--- config.mk ---
export PLATFORM = sky130hd
export DESIGN_NAME = float_wb_arbiter
export DESIGN_NICKNAME = d
export VERILOG_FILES = /design/src/rtl/float_wb_pkg.sv /design/src/rtl/float_wb_fifo.sv /design/src/rtl/float_wb_arbiter.sv
export SDC_FILE = /design/constraint.sdc
export NUM_CORES = 1
export LEC_CHECK = 0
export BUFFER_PORTS_ARGS = -buffer_cell sky130_fd_sc_hd__buf_2
export CAP_MARGIN = 20
export CORE_MARGIN = 1.5
export CORE_UTILIZATION = 50
export DETAILED_ROUTE_END_ITERATION = 10
export GPL_ROUTABILITY_DRIVEN = 0
export PLACE_DENSITY = 0.82
export SYNTH_ARGS = -nofsm -noshare
export SYNTH_HDL_FRONTEND = slang
export SYNTH_SLANG_ARGS = --single-unit
--- constraint.sdc ---
create_clock -name clk -period 6.2 [get_ports clk]
set_input_delay 1.24 -clock clk [delete_from_list [all_inputs] [get_ports clk]]
set_output_delay 1.24 -clock clk [all_outputs]
set_load 0.02 [all_outputs]
--- src/rtl/float_wb_pkg.sv ---
// rtl/float_wb_pkg.sv - shared widths, FIFO entry type and rd-valid helper for float writeback
package float_wb_pkg;

   localparam int FREG_ADDR_W    = 6;
   localparam int FREG_DATA_W    = 32;
   localparam int FREG_VALID_BIT = 5;

   typedef struct packed {
      logic [FREG_ADDR_W-1:0] addr;
      logic [FREG_DATA_W-1:0] data;
   } fwb_entry_t;

   // A destination names a float register only when the flag is set and the index is non-zero
   function automatic logic freg_valid(input logic [FREG_ADDR_W-1:0] addr);
      return addr[FREG_VALID_BIT] && (addr[FREG_VALID_BIT-1:0] != '0);
   endfunction

endpackage

--- src/rtl/float_wb_fifo.sv ---
// rtl/float_wb_fifo.sv - small circular FIFO buffering FPU results ahead of the writeback stage
module float_wb_fifo
   import float_wb_pkg::*;
#(
   parameter int FIFO_DEPTH = 4,
   parameter int CNT_W      = $clog2(FIFO_DEPTH) + 1
) (
   input  logic             clk,
   input  logic             rst,
   input  logic             push,
   input  fwb_entry_t       push_entry,
   input  logic             pop,
   output fwb_entry_t       pop_entry,
   output logic             full,
   output logic             empty,
   output logic [CNT_W-1:0] count
);

   localparam int PTR_W = $clog2(FIFO_DEPTH);

   fwb_entry_t       mem [FIFO_DEPTH];
   logic [PTR_W-1:0] wr_ptr;
   logic [PTR_W-1:0] rd_ptr;
   logic [CNT_W-1:0] count_q;
   logic             push_ok;
   logic             pop_ok;

   // Requests against a full/empty FIFO are ignored so the pointers can never overrun
   assign push_ok   = push && !full;
   assign pop_ok    = pop && !empty;
   assign full      = (count_q == CNT_W'(FIFO_DEPTH));
   assign empty     = (count_q == '0);
   assign count     = count_q;
   assign pop_entry = mem[rd_ptr];

   // Storage array; contents need no reset because count gates every read
   always_ff @(posedge clk) begin
      if (push_ok) begin
         mem[wr_ptr] <= push_entry;
      end
   end

   // Pointers wrap naturally since the depth is a power of two
   always_ff @(posedge clk) begin
      if (rst) begin
         wr_ptr  <= '0;
         rd_ptr  <= '0;
         count_q <= '0;
      end else begin
         if (push_ok) wr_ptr <= wr_ptr + 1'b1;
         if (pop_ok)  rd_ptr <= rd_ptr + 1'b1;
         case ({push_ok, pop_ok})
            2'b10:   count_q <= count_q + 1'b1;
            2'b01:   count_q <= count_q - 1'b1;
            default: count_q <= count_q;
         endcase
      end
   end

endmodule

--- src/rtl/float_wb_arbiter.sv ---
// rtl/float_wb_arbiter.sv - float regfile write port arbiter (loads over FPU FIFO) with pending-write scoreboard; option FWB_EARLY_CLEAR_EN
module float_wb_arbiter
   import float_wb_pkg::*;
#(
   parameter int FIFO_DEPTH = 4,
   parameter int ADDR_W     = FREG_ADDR_W,
   parameter int DATA_W     = FREG_DATA_W
) (
   input  logic              clk,
   input  logic              rst,
   input  logic [1:0]        busStall,
   input  logic              ld_valid,
   input  logic [ADDR_W-1:0] ld_rd,
   input  logic [DATA_W-1:0] ld_data,
   input  logic              fpu_valid,
   input  logic [ADDR_W-1:0] fpu_rd,
   input  logic [DATA_W-1:0] fpu_data,
   output logic              fpu_ready,
   input  logic              issue_valid,
   input  logic [ADDR_W-1:0] issue_rd,
   input  logic [ADDR_W-1:0] frs1_addr,
   input  logic [ADDR_W-1:0] frs2_addr,
   output logic              frs1_busy,
   output logic              frs2_busy,
   output logic              fwb_en,
   output logic [ADDR_W-1:0] fwb_addr,
   output logic [DATA_W-1:0] fwb_data
);

   localparam int CNT_W = $clog2(FIFO_DEPTH) + 1;

   logic             stall;
   logic             stall_bit0_unused;
   logic             retire;
   logic             ld_ok;
   logic             fpu_push;
   logic             fifo_pop;
   logic             fifo_full;
   logic             fifo_empty;
   logic [CNT_W-1:0] fifo_count;
   fwb_entry_t       push_entry;
   fwb_entry_t       head_entry;
   logic [31:0]      pending;
   logic [31:0]      pending_nxt;

   assign stall             = busStall[1];
   assign stall_bit0_unused = busStall[0];
   assign ld_ok             = ld_valid && freg_valid(ld_rd);
   assign fpu_ready         = (fifo_count < CNT_W'(FIFO_DEPTH));
   assign fpu_push          = fpu_valid && !fifo_full && freg_valid(fpu_rd);
   assign fifo_pop          = !stall && !ld_ok && !fifo_empty;
   assign retire            = fwb_en && !stall;
   assign push_entry        = '{addr: fpu_rd, data: fpu_data};

   float_wb_fifo #(
      .FIFO_DEPTH (FIFO_DEPTH),
      .CNT_W      (CNT_W)
   ) u_fifo (
      .clk        (clk),
      .rst        (rst),
      .push       (fpu_push),
      .push_entry (push_entry),
      .pop        (fifo_pop),
      .pop_entry  (head_entry),
      .full       (fifo_full),
      .empty      (fifo_empty),
      .count      (fifo_count)
   );

   // Output stage: frozen under stall, otherwise load beats FIFO head, else drop enable and hold data
   always_ff @(posedge clk) begin
      if (rst) begin
         fwb_en   <= 1'b0;
         fwb_addr <= '0;
         fwb_data <= '0;
      end else if (!stall) begin
         if (ld_ok) begin
            fwb_en   <= 1'b1;
            fwb_addr <= ld_rd;
            fwb_data <= ld_data;
         end else if (!fifo_empty) begin
            fwb_en   <= 1'b1;
            fwb_addr <= head_entry.addr;
            fwb_data <= head_entry.data;
         end else begin
            fwb_en   <= 1'b0;
         end
      end
   end

   // Scoreboard next state: retire clears first so a same-index issue in the same cycle wins
   always_comb begin
      pending_nxt = pending;
      if (retire) begin
         pending_nxt[fwb_addr[4:0]] = 1'b0;
      end
      if (issue_valid && freg_valid(issue_rd)) begin
         pending_nxt[issue_rd[4:0]] = 1'b1;
      end
      pending_nxt[0] = 1'b0;
   end

   // Scoreboard register
   always_ff @(posedge clk) begin
      if (rst) begin
         pending <= '0;
      end else begin
         pending <= pending_nxt;
      end
   end

   // Hazard queries; the early-clear build lets decode see a retiring write as already done
   always_comb begin
      frs1_busy = freg_valid(frs1_addr) && pending[frs1_addr[4:0]];
      frs2_busy = freg_valid(frs2_addr) && pending[frs2_addr[4:0]];
`ifdef FWB_EARLY_CLEAR_EN
      if (retire && (frs1_addr[4:0] == fwb_addr[4:0])) frs1_busy = 1'b0;
      if (retire && (frs2_addr[4:0] == fwb_addr[4:0])) frs2_busy = 1'b0;
`else
      frs1_busy = frs1_busy && 1'b1;
      frs2_busy = frs2_busy && 1'b1;
`endif
   end

endmodule

# Word level (Yosys, flattened, before mapping)
# Memories as Yosys holds them, arrays and structs flattened. A register that Yosys moved wholly into a read port is not among the register bits.
# Cells that the tools add are included.
# word_totals
ff_bits,78
mem_bits_rw,152
in_bits,101
output_inout_bits,42
elab_cells,79
mem_count,1
# op_classes
n_addsub,4
n_lt_le_gt_ge,7
eq_ne,4
n_mux,21
bitwise,4
n_reduce_logical,30
# mem_list
name,words,width,read_ports,rd_clocked_by_memory_dff,write_ports,line_no,rtl
u_fifo.mem,4,38,1,1,1,float_wb_fifo.sv:21,fwb_entry_t mem [FIFO_DEPTH];
# op_table
cell,count
$mux 32,4
$and 32x32->32,1
$not 32->32,1
$or 32x32->32,1
$reduce_bool 5->1,5
$lt 5x6->1 const B,4
$logic_and 1x1->1,18
$mux 6,2
$bmux 1 s5,2
$demux 1 s5,2
$ge 5x1->1 const B,2
$mux 1,8
$pmux 3 s2,1
$add 2x1->2 const B,2
$logic_not 1->1,4
$mux 2,2
$add 3x1->3 const B,1
$eq 3x3->1 const B,1
$logic_not 3->1,1
$lt 3x3->1 const B,1
$sub 3x1->3 const B,1
$eq 2x1->1 const B,1
$eq 2x2->1 const B,1
$ne 2x2->1 const B,1
other kinds (3),3

# Depth between registers and ports, before layout
# logic_depth
ltp_word,9
depth_mapped,10

# Cells and area by module
# A second synthesis with hierarchy kept.
# hier_totals
cells_unflattened,652
area_unflattened_um2,9636.7
# modules_own_cells
module,instances,cells_each,area_per_inst_um2
float_wb_fifo,1,252,5973.2
float_wb_arbiter,1,400,3663.5

# Worst setup path before layout
# OpenSTA, ideal clock, no wires.
# synth_timing
path_type,input-to-output
startpoint,in frs1_addr[1]
endpoint,out frs1_busy
arrival_time_ns,2.590
required_time_ns,4.960
slack_ns,2.370
cell_stages,5
cell_sequence,buf_2 > or3_1 > o221ai_1 > nor3_1 > a211oi_1
# synth_via
elab_chain_cells,3
# synth_rtl
element,line_no,rtl
"start, declared",float_wb_arbiter.sv:21,"input logic [ADDR_W-1:0] frs1_addr,"
$bmux 1 s5 / $reduce_bool 5->1 (equally long branches),"float_wb_arbiter.sv:114, float_wb_pkg.sv:15",
$mux 1 (not written as such) / $logic_and 1x1->1 (equally long branches),"float_wb_arbiter.sv:114, float_wb_pkg.sv:15",
$logic_and 1x1->1 (*),float_wb_arbiter.sv:114,frs1_busy = freg_valid(frs1_addr) && pending[frs1_addr[4:0]];
"end, declared",float_wb_arbiter.sv:23,"output logic frs1_busy,"
# Every way passes the cells marked *; elsewhere a longest branch is shown, timed or not. The select of a mux whose other input is x is not followed.

# Worst setup path in the final report
# layout_timing
startpoint,in frs2_addr[0]
endpoint,out frs2_busy
# layout_via
elab_chain_cells,3
# layout_rtl
element,line_no,rtl
"start, declared",float_wb_arbiter.sv:22,"input logic [ADDR_W-1:0] frs2_addr,"
$bmux 1 s5 / $reduce_bool 5->1 (equally long branches),"float_wb_arbiter.sv:115, float_wb_pkg.sv:15",
$mux 1 (not written as such) / $logic_and 1x1->1 (equally long branches),"float_wb_arbiter.sv:115, float_wb_pkg.sv:15",
$logic_and 1x1->1 (*),float_wb_arbiter.sv:115,frs2_busy = freg_valid(frs2_addr) && pending[frs2_addr[4:0]];
"end, declared",float_wb_arbiter.sv:24,"output logic frs2_busy,"
# Marked as above.

==> results.py <==
metrics = {
    "min_path": {
        "holdPathStages": 2,
        "hold_path.startpoint": "pending[6]$_SDFF_PP0_",
        "holdPathEnd": "pending[6]$_SDFF_PP0_",
        "hp-class": "flop to flop",
    },
    "clock_network": {
        "ctsHoldBuffers": 0,
        "cts.path.max_buffers": 3,
        "cts_tree": "built",
        "clk_pin_slew_ns": 0.06,
        "clk_latency_ns": 0.51,
        "clock_sinks": 231,
        "htree_levels": 1,
        "cts_setup_buffers": 0,
        "cts_buffers": 24,
        "root_buffer": "clkbuf_16",
        "cts_resized": 0,
    },
    "critical_path": {
        "worst_setup_path_start_kind": "input port",
        "reg2reg_slack_ns": 3.66,
        "arrival_ns": 2.78,
        "crit_fanout": 11,
        "timing.rr.end": "u_fifo.count[2]$_SDFFE_PP0P_",
        "reg2regPathDepth": 9,
        "cp-end-kind": "primary output",
        "critical_path_class": "input port to primary output",
        "r2r-start": "u_fifo.count[2]$_SDFFE_PP0P_",
        "crit_required_ns": 4.96,
    },
    "timing": {
        "fin_skew_ns": 0.00947,
        "hold_viol": 0,
        "grt_setup_unrepaired": "no",
        "tightest_slew_ns": 1.07,
        "fmax_mhz": 249,
        "setup_slack_ns": 2.18,
        "maxSlewViolCount": 0,
        "period_share_pct": 64.8,
        "max_slew_margin_pct": 28.4,
        "setup_tns_ns": 0,
        "period_minus_slack_ns": 4.02,
        "setup_viol": 0,
    },
    "pwr": {
        "p_per_area_nw_per_um2": 359,
        "ir_drop_v": 0.000236,
        "p_leak_uw": 0.00398,
    },
    "logic_synthesis": {
        "synthDistinctLibCells": 53,
        "synth_seq_cells": 231,
        "synthArstFlopShare_pct": 0,
        "synthesis.nets": 796,
        "seq_area_frac_synth_pct": 62.6,
        "synth-main-ff-cell": "edfxtp_1",
        "syn_inst": 689,
        "syn_area_per_cell_sq_um": 14.3,
        "synth_edf_count": 152,
        "netlist_area_sq_um": 9820,
        "yosys_warnings": 0,
    },
    "routing": {
        "drc": 0,
        "vias": 6477,
        "dr.pass1.iters": 5,
        "detail_route.iter0.violations": 494,
        "routed_wl_mm": 22.8,
        "ant_nets": 0,
        "wire_per_inst_microns": 20.7,
        "viasPerCell": 5.87,
    },
    "floorplan": {
        "start_util_pct": 50.8,
        "die-area_sq_um": 20500,
        "die_h_microns": 143,
        "coreArea_sq_um": 19300,
        "die_w_microns": 143,
        "ioPinCount": 143,
        "rows": 51,
    },
    "placement": {
        "dp_slack_ns": 2.18,
        "io_buffers": 141,
        "hpwl_mm": 14.1,
    },
    "finish": {
        "multi_input_area_sq_um": 3400,
        "fin_nets": 924,
        "fillers": 1480,
        "ff_latch_area_sq_um": 6150,
        "layout-drive-gt1-share_pct": 34.4,
        "syn_to_final_growth_pct": 18.0,
    },
    "job": {
        "drv_cap": 0,
    },
    "global_routing": {
        "grt_pass1_vias": 6657,
        "overflow": 0,
        "antenna_found_initial": 6,
        "grt_usage_pct": 22.7,
        "grt_max_degree": 79,
        "grt_pass1_wl_mm": 35.7,
    },
    "status": {
        "outcome": "finished clean",
    },
}
-- worst max-delay path: stages --
cell	delay, ns
buf_2	0.31
mux4_2	0.57
a32o_1	0.28
nor3_1	0.14
a211oi_1	0.07
buf_2	0.17
-- placed cells by master, fill, tap and decap left out, types with 3 or more instances in the layout --
master     count
buf_2        140
a311oi_2      30
bufinv_16      6
clkinv_1       4
nand3_1        4
nand2_1      108
a21oi_1       38
clkinv_2       6
edfxtp_1     152
nand3b_1       5
o31ai_1        3
a311oi_1       5
nor3b_1        4
diode_2        4
dfxtp_1       77
and2_2         4
and3b_1        4
a211oi_1       5
o21ai_0       32
nor3_1        41
nor2_1        13
inv_1          8
clkbuf_16     25
or3_1          4
mux2i_1        7
buf_4          6
mux4_2        50
ha_1           5
-- cell usage after synthesis (all sizes together), types with 3 or more instances --
cell type | count | area, sq um
nand2 | 108 | 405
dfxtp | 79 | 1580
ha | 5 | 62.6
nand3 | 4 | 20.0
o21ai | 34 | 181
a211oi | 6 | 50.1
nor2 | 14 | 55.1
and2 | 4 | 25.0
or3b | 4 | 35.0
edfxtp | 152 | 4560
nor3b | 6 | 55.1
a311oi | 35 | 494
and3b | 4 | 35.0
buf | 26 | 193
nand3b | 5 | 37.5
mux4 | 50 | 1130
o31ai | 3 | 22.5
clkbuf | 19 | 71.3
or3 | 4 | 25.0
nor3 | 43 | 225
inv | 8 | 30.0
mux2i | 7 | 70.1
a21oi | 39 | 195
-- power breakdown --
part	total, uW	internal, uW	switching, uW
logic	747	306	441
registers	1830	1750	80.2
clock network	1580	1010	575
total	4160	3060	1100
-- per-layer routing --
metal  up-vias  global-route usage, %  wire (microns)
met3        47                   5.03            1860
met2       301                   39.3           11700
met1      3188                   28.5            8710
li1       2937                      -               -
met5         -                      0              27
met4         4                   6.89             502
-- state kept, by name, indices dropped and copies added, names as in the netlist, named ones only --
name,cells
pending,31
u_fifo.count,3
u_fifo.rd_ptr,2
fwb_addr,6
fwb_data,32
u_fifo.mem,152
u_fifo.wr_ptr,2
fwb_en,1
-- logic make-up after synthesis --
logic type,synth area share [%]
buffers and inverters,3.07
DFF,62.6
adders and majority gates,0.841
xor gates and xnor gates,0.268
and+or+nand+nor,10.2
AOI/OAI and AO/OA,10.7
muxes,12.4
-- layout make-up --
class	instances	area share, %
clock inverter	16	2.02
inverter	10	0.324
antenna	4	0.0864
timing repair buffer	147	6.61
multi-input combinational	403	29.4
clock buffer	28	5.67
tap	265	2.86
sequential	231	53.1
-- worst max path at each step --
stage	from	to	slack (ns)	cells past startpoint
floorplan	frs1_addr[1]	frs1_busy	2.37	5
global placement	frs2_addr[0]	frs2_busy	2.18	6
detailed placement	frs2_addr[0]	frs2_busy	2.18	6
CTS	frs2_addr[0]	frs2_busy	2.18	6
global route	frs1_addr[0]	frs1_busy	2.10	6
finish	frs2_addr[0]	frs2_busy	2.18	6
-- per-stage QoR --
stage / cells / hold WS, ns / area (sq um) / utilization [%] / power [uW]
finish: 1104 / 0.492 / 11600 / 59.9 / 4160
global route: 1102 / 0.513 / 11600 / 59.9 / 4320
CTS: 1099 / 0.487 / 11600 / 59.8 / 4180
detailed placement: 1055 / 0.479 / 10700 / 55.2 / 2590
global placement: 1055 / 0.459 / 10700 / 55.2 / 2570
floorplan: 689 / 0.455 / 9820 / - / 2380
(Power assumes the default switching activity.)
